### src/rtl/hero_motion.sv
// Grid-locked hero movement controller: WASD key on a frame tick -> wall query to the
// tile map -> glide one tile in STEP-pixel increments, one increment per frame tick.
module hero_motion #(
    parameter int TILE    = 16,
    parameter int STEP    = 2,
    parameter int START_X = 16,
    parameter int START_Y = 16,
    parameter int X_MAX   = 240,
    parameter int Y_MAX   = 224
) (
    input  logic       CLK,
    input  logic       RESET,
    input  logic       HERO_RESET,
    input  logic       FRAME_TICK,
    input  logic [7:0] KEYCODE,
    output logic       MAP_REQ,
    output logic [3:0] MAP_TX,
    output logic [3:0] MAP_TY,
    input  logic       MAP_ACK,
    input  logic       MAP_WALL,
    output logic [7:0] HERO_X,
    output logic [7:0] HERO_Y,
    output logic [2:0] HERO_DIR,
    output logic       MOVING
);

    localparam int         TILE_SH  = $clog2(TILE);
    localparam logic [7:0] TILE8    = 8'(TILE);
    localparam logic [7:0] STEP8    = 8'(STEP);
    localparam logic [7:0] LAST_CNT = 8'(TILE / STEP - 1);
    // Largest coordinate from which a +TILE move still lands inside the field
    localparam logic [7:0] X_LIM    = 8'(X_MAX - TILE);
    localparam logic [7:0] Y_LIM    = 8'(Y_MAX - TILE);

    localparam logic [1:0] IDLE  = 2'd0;
    localparam logic [1:0] QUERY = 2'd1;
    localparam logic [1:0] MOVE  = 2'd2;

    logic [1:0] state;
    logic       mv_y;
    logic       mv_neg;
    logic [7:0] step_cnt;

    logic       key_ok;
    logic [2:0] key_dir;
    logic       key_y;
    logic       key_neg;
    logic       in_bounds;
    logic [7:0] tgt_x;
    logic [7:0] tgt_y;

    function automatic logic [7:0] step_pos(input logic [7:0] pos, input logic neg);
        return neg ? (pos - STEP8) : (pos + STEP8);
    endfunction

    // Key decode; the target is only used when the bounds test has already passed
    always_comb begin
        key_ok    = 1'b0;
        key_dir   = 3'd0;
        key_y     = 1'b0;
        key_neg   = 1'b0;
        in_bounds = 1'b0;
        tgt_x     = HERO_X;
        tgt_y     = HERO_Y;
        case (KEYCODE)
            8'h16: begin
                key_ok = 1'b1; key_dir = 3'd1; key_y = 1'b1;
                in_bounds = (HERO_Y <= Y_LIM);
                tgt_y = HERO_Y + TILE8;
            end
            8'h1A: begin
                key_ok = 1'b1; key_dir = 3'd2; key_y = 1'b1; key_neg = 1'b1;
                in_bounds = (HERO_Y >= TILE8);
                tgt_y = HERO_Y - TILE8;
            end
            8'h04: begin
                key_ok = 1'b1; key_dir = 3'd3; key_neg = 1'b1;
                in_bounds = (HERO_X >= TILE8);
                tgt_x = HERO_X - TILE8;
            end
            8'h07: begin
                key_ok = 1'b1; key_dir = 3'd4;
                in_bounds = (HERO_X <= X_LIM);
                tgt_x = HERO_X + TILE8;
            end
            default: ;
        endcase
    end

    always_ff @(posedge CLK) begin
        if (RESET || HERO_RESET) begin
            state    <= IDLE;
            HERO_X   <= 8'(START_X);
            HERO_Y   <= 8'(START_Y);
            HERO_DIR <= 3'd1;
            MOVING   <= 1'b0;
            MAP_REQ  <= 1'b0;
            MAP_TX   <= 4'd0;
            MAP_TY   <= 4'd0;
            mv_y     <= 1'b0;
            mv_neg   <= 1'b0;
            step_cnt <= 8'd0;
        end else begin
            case (state)
                IDLE: begin
                    if (FRAME_TICK && key_ok) begin
                        HERO_DIR <= key_dir;
                        if (in_bounds) begin
                            MAP_REQ <= 1'b1;
                            MAP_TX  <= 4'(tgt_x >> TILE_SH);
                            MAP_TY  <= 4'(tgt_y >> TILE_SH);
                            mv_y    <= key_y;
                            mv_neg  <= key_neg;
                            state   <= QUERY;
                        end
                    end
                end
                QUERY: begin
                    if (MAP_ACK) begin
                        MAP_REQ <= 1'b0;
                        if (MAP_WALL) begin
                            state <= IDLE;
                        end else begin
                            state    <= MOVE;
                            MOVING   <= 1'b1;
                            step_cnt <= 8'd0;
                        end
                    end
                end
                MOVE: begin
                    if (FRAME_TICK) begin
                        if (mv_y) HERO_Y <= step_pos(HERO_Y, mv_neg);
                        else      HERO_X <= step_pos(HERO_X, mv_neg);
                        step_cnt <= step_cnt + 8'd1;
                        if (step_cnt == LAST_CNT) begin
                            state  <= IDLE;
                            MOVING <= 1'b0;
                        end
                    end
                end
                default: state <= IDLE;
            endcase
        end
    end

endmodule
### config.mk
export PLATFORM = sky130hd
export DESIGN_NAME = hero_motion
export DESIGN_NICKNAME = d
export VERILOG_FILES = /design/src/rtl/hero_motion.sv
export SDC_FILE = /design/constraint.sdc
export NUM_CORES = 1
export LEC_CHECK = 0
export CAP_MARGIN = 20
export CORE_UTILIZATION = 45
export CTS_CLUSTER_DIAMETER = 30
export DETAILED_ROUTE_END_ITERATION = 12
export DONT_BUFFER_PORTS = 1
export PLACE_DENSITY_LB_ADDON = 0.25
export SLEW_MARGIN = 0
export SYNTH_ARGS = -nofsm -noshare
export SYNTH_HDL_FRONTEND = slang
export SYNTH_SLANG_ARGS = --single-unit
### constraint.sdc
create_clock -name CLK -period 4.55 [get_ports CLK]
set_input_delay 0.91 -clock CLK [delete_from_list [all_inputs] [get_ports CLK]]
set_output_delay 0.91 -clock CLK [all_outputs]
set_load 0.05 [all_outputs]
## After elaboration in Yosys (flattened, before gate mapping)

Cells that the tools add are included.

- Bits of input ports: 14
- Bits in registers: 41
- Word-level logic and storage cells: 83
- Output and inout port bits: 29
- Memories kept: 0
- Bits in writable memories: 0
- Bits in read-only memories: 0
- Bits in latches: 0

- Bitwise operators: 1
- Eq/ne operators: 13
- Reductions and logical operators: 16
- $add $sub $neg: 9
- Div/mod/pow operators: 0
- Shift operators: 0
- Multipliers: 0
- Magnitude comparators: 4
- Muxes and demuxes: 29

Operators with widths:

| cell | count |
|---|---|
| 8-bit case mux with 2 select lines | 3 |
| 8-bit two-way mux | 5 |
| 8-bit by 3-bit == test with 1-bit output, second input constant | 3 |
| 8-bit by 2-bit adder with 8-bit output, second input constant | 2 |
| 8-bit by 5-bit adder with 8-bit output, second input constant | 2 |
| 8-bit by 5-bit == test with 1-bit output, second input constant | 2 |
| 8-bit by 5-bit greater-or-equal comparator with 1-bit output, second input constant | 2 |
| 8-bit <= comparator, second input constant | 2 |
| 8-bit by 2-bit subtractor with 8-bit output, second input constant | 2 |
| 8-bit by 5-bit subtractor with 8-bit output, second input constant | 2 |
| 2-bit two-way mux | 6 |
| 2-bit inequality test, second input constant | 6 |
| 3-bit case mux with 4 select lines | 1 |
| 1-bit two-way mux | 10 |
| 5-bit AND reduction | 2 |
| 3-bit AND reduction | 3 |
| 8-bit by 1-bit adder with 8-bit output, second input constant | 1 |
| 4-bit AND reduction | 2 |
| 2-bit case mux with 3 select lines | 1 |
| 1-bit case mux with 2 select lines | 2 |
| 1-bit case mux with 4 select lines | 1 |
| 2-bit nonzero test | 2 |
| 2-bit OR reduction | 2 |
| 4-bit OR reduction | 1 |
| other kinds (7) | 7 |

## Depth between registers and ports, before layout

- Depth in word-level cells: 6
- Depth in mapped cells: 8
- Mapped depth without buffers: 7

## Least setup slack after synthesis

Ideal clock, no wire load.

- Path kind: input to register
- Start: input KEYCODE[0]
- End: register MAP_TX[0]
- Library setup time: 0.072 ns
- Data required time: 4.478 ns
- Stages: 6
- Setup slack: 2.056 ns
- Arrival time: 2.423 ns
- Buffers on the path: 1
- Cell sequence: clkbuf_1 -> xnor2_1 -> nand3_2 -> a2111oi_4 -> o21a_2 -> mux2i_1

- Word-level cells in the longest chain between the ends: 5
- Elaborated cells between the ends (all ways): 10
- Classes of those cells: eq/ne: 4; mux: 3; reduce/logical: 3

RTL lines:

| what | line | text |
|---|---|---|
| start: declaration | 15 | `input logic [7:0] KEYCODE,` |
| 8-bit by 5-bit == test with 1-bit output or 8-bit by 3-bit == test with 1-bit output (tied branches) | 65 | `case (KEYCODE)` |
| 4-bit OR reduction (no line) | -- |  |
| 1-bit two-way mux | 65 |  |
| 1-bit logical AND | 106 | `if (FRAME_TICK && key_ok) begin` |
| 3-bit AND reduction (no line) | -- |  |
| end signal: assignment | 110 | `MAP_TX <= 4'(tgt_x >> TILE_SH);` |
| end: declaration | 17 | `output logic [3:0] MAP_TX,` |

Parallel ways exist; a longest one is shown, timed or not.
A chain may end at the register's enable or synchronous reset.

## Worst setup path after layout

- Start: register HERO_Y[5]
- End: register mv_neg

- Word-level cells in the longest chain between the ends: 3
- Elaborated cells between the ends (all ways): 4
- Classes of those cells: order compare: 2; mux: 1; reduce/logical: 1

RTL lines:

| what | line | text |
|---|---|---|
| start: declaration | 22 | `output logic [7:0] HERO_Y,` |
| start signal: assignment | 94 | `HERO_Y <= 8'(START_Y);` |
| start signal: assignment | 132 | `if (mv_y) HERO_Y <= step_pos(HERO_Y, mv_neg);` |
| 8-bit by 5-bit greater-or-equal comparator with 1-bit output or 8-bit <= comparator (tied branches) | 73, 68 |  |
| 1-bit case mux with 4 select lines (*) | 65 |  |
| 3-bit AND reduction (no line) (*) | -- |  |
| end signal: assignment | 113 | `mv_neg <= key_neg;` |
| end: declaration | 41 | `logic mv_neg;` |

Every way passes the cells marked *; elsewhere a longest branch is shown, timed or not.

==> flow_metrics.env <==
export IMPL_cts_resized=0
export IMPL_end_kind="flip-flop"
export IMPL_synthArstFlopShare=0
export IMPL_synth_seq_cells=39
export IMPL_yosysUniqueCellTypes=57
export IMPL_worstMarginPinSlew_ps=904.9
export IMPL_fin_crit_sh=0.6309
export IMPL_critical_path_class="flip-flop to flip-flop"
export IMPL_crit_chain="inv_1, ha_1, a2111oi_0, o21ai_0, o21ai_4, mux2i_1"
export IMPL_synth_top_area_cell="dfxtp_1"
export IMPL_clockRootBuffer="clkbuf_8"
export IMPL_max_cap_viol_count=0
export IMPL_grt_remaining_overflow=0
export IMPL_io_pins=43
export IMPL_cp_data_required_time_ps=4780
export IMPL_min_path_cells=2
export IMPL_maxSlewViolCount=0
export IMPL_drcViolationCount=0
export IMPL_synth_edf_count=0
export IMPL_hold_end="step_cnt[1]$_SDFFE_PP0P_"
export IMPL_r2r_end="mv_neg$_SDFFE_PP0P_"
export IMPL_h_tree_depth=2
export IMPL_cp_start_kind="flip-flop"
export IMPL_cpPeakStageDelay_ps=790
export IMPL_cts_sinks=39
export IMPL_fill_cells=604
export IMPL_synth_seq_area_share=0.2855
export IMPL_powerDensity_nw_per_um2=216.9
export IMPL_grt_pass1_wl_mm=10.43
export IMPL_cts_tree="built"
export IMPL_cts_buffers=5
export IMPL_area_delta_synth_final_pct=3.065
export IMPL_synth_common_cells="dfxtp_1, nand2_1, inv_1, nor2_1, ha_1"
export IMPL_status="complete, no violations"
export IMPL_rrSetupSlack_ps=1680
export IMPL_period_minus_slack_ps=2871
export IMPL_dr_total_vias=2321
export IMPL_gp_congestion=0.8764
export IMPL_fin_tns_setup_ps=0
export IMPL_synth_top_area_share=0.2855
export IMPL_ys_warn_count=0
export IMPL_cp_slowest_cell="dfxtp_1"
export IMPL_wl_per_cell_um=16.12
export IMPL_worst_slew_margin_rel=0.3959
export IMPL_port_buffers=0
export IMPL_die_x_um=79.96
export IMPL_irDropWorstVdd_v=0.0001171
export IMPL_worst_r2r_cell_count=6
export IMPL_design_area_um2=2819
export IMPL_hp_class="flip-flop to flip-flop"
export IMPL_synth_cell_area_um2=2735
export IMPL_max_freq_mhz=348.4
export IMPL_drt_pass1_iter_count=5
export IMPL_die_area_um2=6394
export IMPL_final_setup_skew_ps=8.864
export IMPL_start_util=0.4647
export IMPL_cts_setup_buffers=0
export IMPL_nets=351
export IMPL_core_area_um2=5886
export IMPL_wirelength_mm=6.350
export IMPL_antenna_left=0
export IMPL_antenna_found_initial=0
export IMPL_dp_hpwl_mm=4.465
export IMPL_report_final_setup_viol=0
export IMPL_grt_max_degree=31
export IMPL_crit_buf_inv=1
export IMPL_yosysMostFrequentCell="dfxtp_1"
export IMPL_die_y_um=79.96
export IMPL_globalRouteTotalUtil=0.2098
export IMPL_clockBufferDepth=2
export IMPL_ys_flop_type="dfxtp_1"
export IMPL_avgSynthCellArea_um2=8.288
export IMPL_p_leak_nw=1.071
export IMPL_crit_arrival_ps=3100
export IMPL_critical_path_max_fanout=8
export IMPL_regToRegStartpoint="HERO_Y[5]$_SDFFE_PP0P_"
export IMPL_syn_inst=330
export IMPL_postCtsHoldBufs=0
export IMPL_hold_start="step_cnt[1]$_SDFFE_PP0P_"
export IMPL_dpl_cell_area_um2=2730
export IMPL_path_delay_family="compound AO/OA/AOI/OAI gates"
export IMPL_drive_gt1_frac=0.06897
export IMPL_diodes=0
export IMPL_grt_pass1_vias=2126
export IMPL_synth_area_leaders="dfxtp_1, ha_1, nand2_1"
export IMPL_clk_pin_slew_worst_paths_ps=90
export IMPL_drt_iter0_markers=136
export IMPL_vias_per_cell=5.891
export IMPL_rows=28
export IMPL_rsz0062_at_grt="false"
export IMPL_finalHoldViolations=0
export IMPL_clkLatencyLatePin_ps=300
[cells by family (layout without fill, tap and decap cells)]
family,after synthesis,in the layout,synth area share
xor+xnor,15,15,0.04803
simple gates,133,133,0.2612
mux,13,13,0.04757
compound gates,68,68,0.1940
other cells,1,2,0.001371
flops,39,39,0.2855
buf+inv,42,30,0.06999
fa+ha+maj,19,19,0.09241
[per-layer routing]
metal	part of all wire	GRT usage	wire length (um)
met5	0	0	0
met3	0.058	0.04914	367
met4	0.022	0.06964	138
met1	0.45	0.2514	2888
met2	0.47	0.3658	2956
[flip-flops by register name (all words and copies together), names as in the netlist]
| signal | count |
|---|---|
| step_cnt | 8 |
| HERO_X | 7 |
| HERO_Y | 7 |
| MAP_TX | 4 |
| MAP_TY | 4 |
| HERO_DIR | 3 |
| state | 2 |
| MAP_REQ | 1 |
| MOVING | 1 |
| mv_neg | 1 |
| mv_y | 1 |
[placed cells by master, fill, tap and decap left out, drive strengths merged, types with 4 or more instances in the layout]
| master | count |
|---|---|
| dfxtp | 39 |
| nand2 | 36 |
| inv | 21 |
| nor2 | 21 |
| ha | 17 |
| nand3 | 14 |
| mux2i | 13 |
| nor3 | 12 |
| a21oi | 11 |
| xnor2 | 10 |
| o211ai | 10 |
| o21a | 8 |
| nor2b | 7 |
| o21ai | 7 |
| nand2b | 6 |
| nor4 | 5 |
| a21o | 5 |
| xor2 | 5 |
| and2 | 5 |
| clkbuf | 5 |
| a211oi | 4 |
| or3 | 4 |
| and3b | 4 |
[report_power, final]
group	total (mW)	switching, mW	internal [mW]
Combinational	0.0271	0.0197	0.00745
Sequential	0.341	0.000233	0.341
Clock	0.243	0.136	0.107
[metrics by stage]
step	hold WS [ps]	total power, mW	cells	utilization	setup slack [ps]
floorplan	464.5	0.3750	331	-	2056
global placement	477.1	0.3762	386	0.4639	1789
detailed placement	486.5	0.3760	386	0.4639	1650
CTS	499.5	0.6178	394	0.4790	1639
global route	525.9	0.6283	394	0.4790	1446
finish	498.2	0.6115	394	0.4790	1679
[tightest hold or removal path, delay by kind of cell, from the launching register on]
family / cells / cell delay (ps)
compound gates: 1 / 60
flops: 1 / 330
simple gates: 1 / 70
[worst max path at each step]
stage,from,endpoint,cells after the start
after floorplan,KEYCODE[0],MAP_TX[0]$_SDFFE_PP0P_,6
after global placement,HERO_Y[5]$_SDFFE_PP0P_,MAP_TY[3]$_SDFFE_PP0P_,6
after detailed placement,HERO_Y[5]$_SDFFE_PP0P_,MAP_TY[0]$_SDFFE_PP0P_,6
after CTS,HERO_Y[5]$_SDFFE_PP0P_,mv_neg$_SDFFE_PP0P_,6
after global routing,HERO_Y[5]$_SDFFE_PP0P_,mv_neg$_SDFFE_PP0P_,6
final,HERO_Y[5]$_SDFFE_PP0P_,mv_neg$_SDFFE_PP0P_,6
[final cells by class]
class	count	area [um2]	area share
flip-flops and latches	39	780.7	0.2770
well taps	75	93.84	0.03329
clock inverters	3	20.02	0.007102
inverters	21	78.83	0.02796
multi-input cells	250	1769	0.6276
clock buffers	5	68.82	0.02441
repair buffers	1	7.507	0.002663
Power figures use the tool's default switching activity.
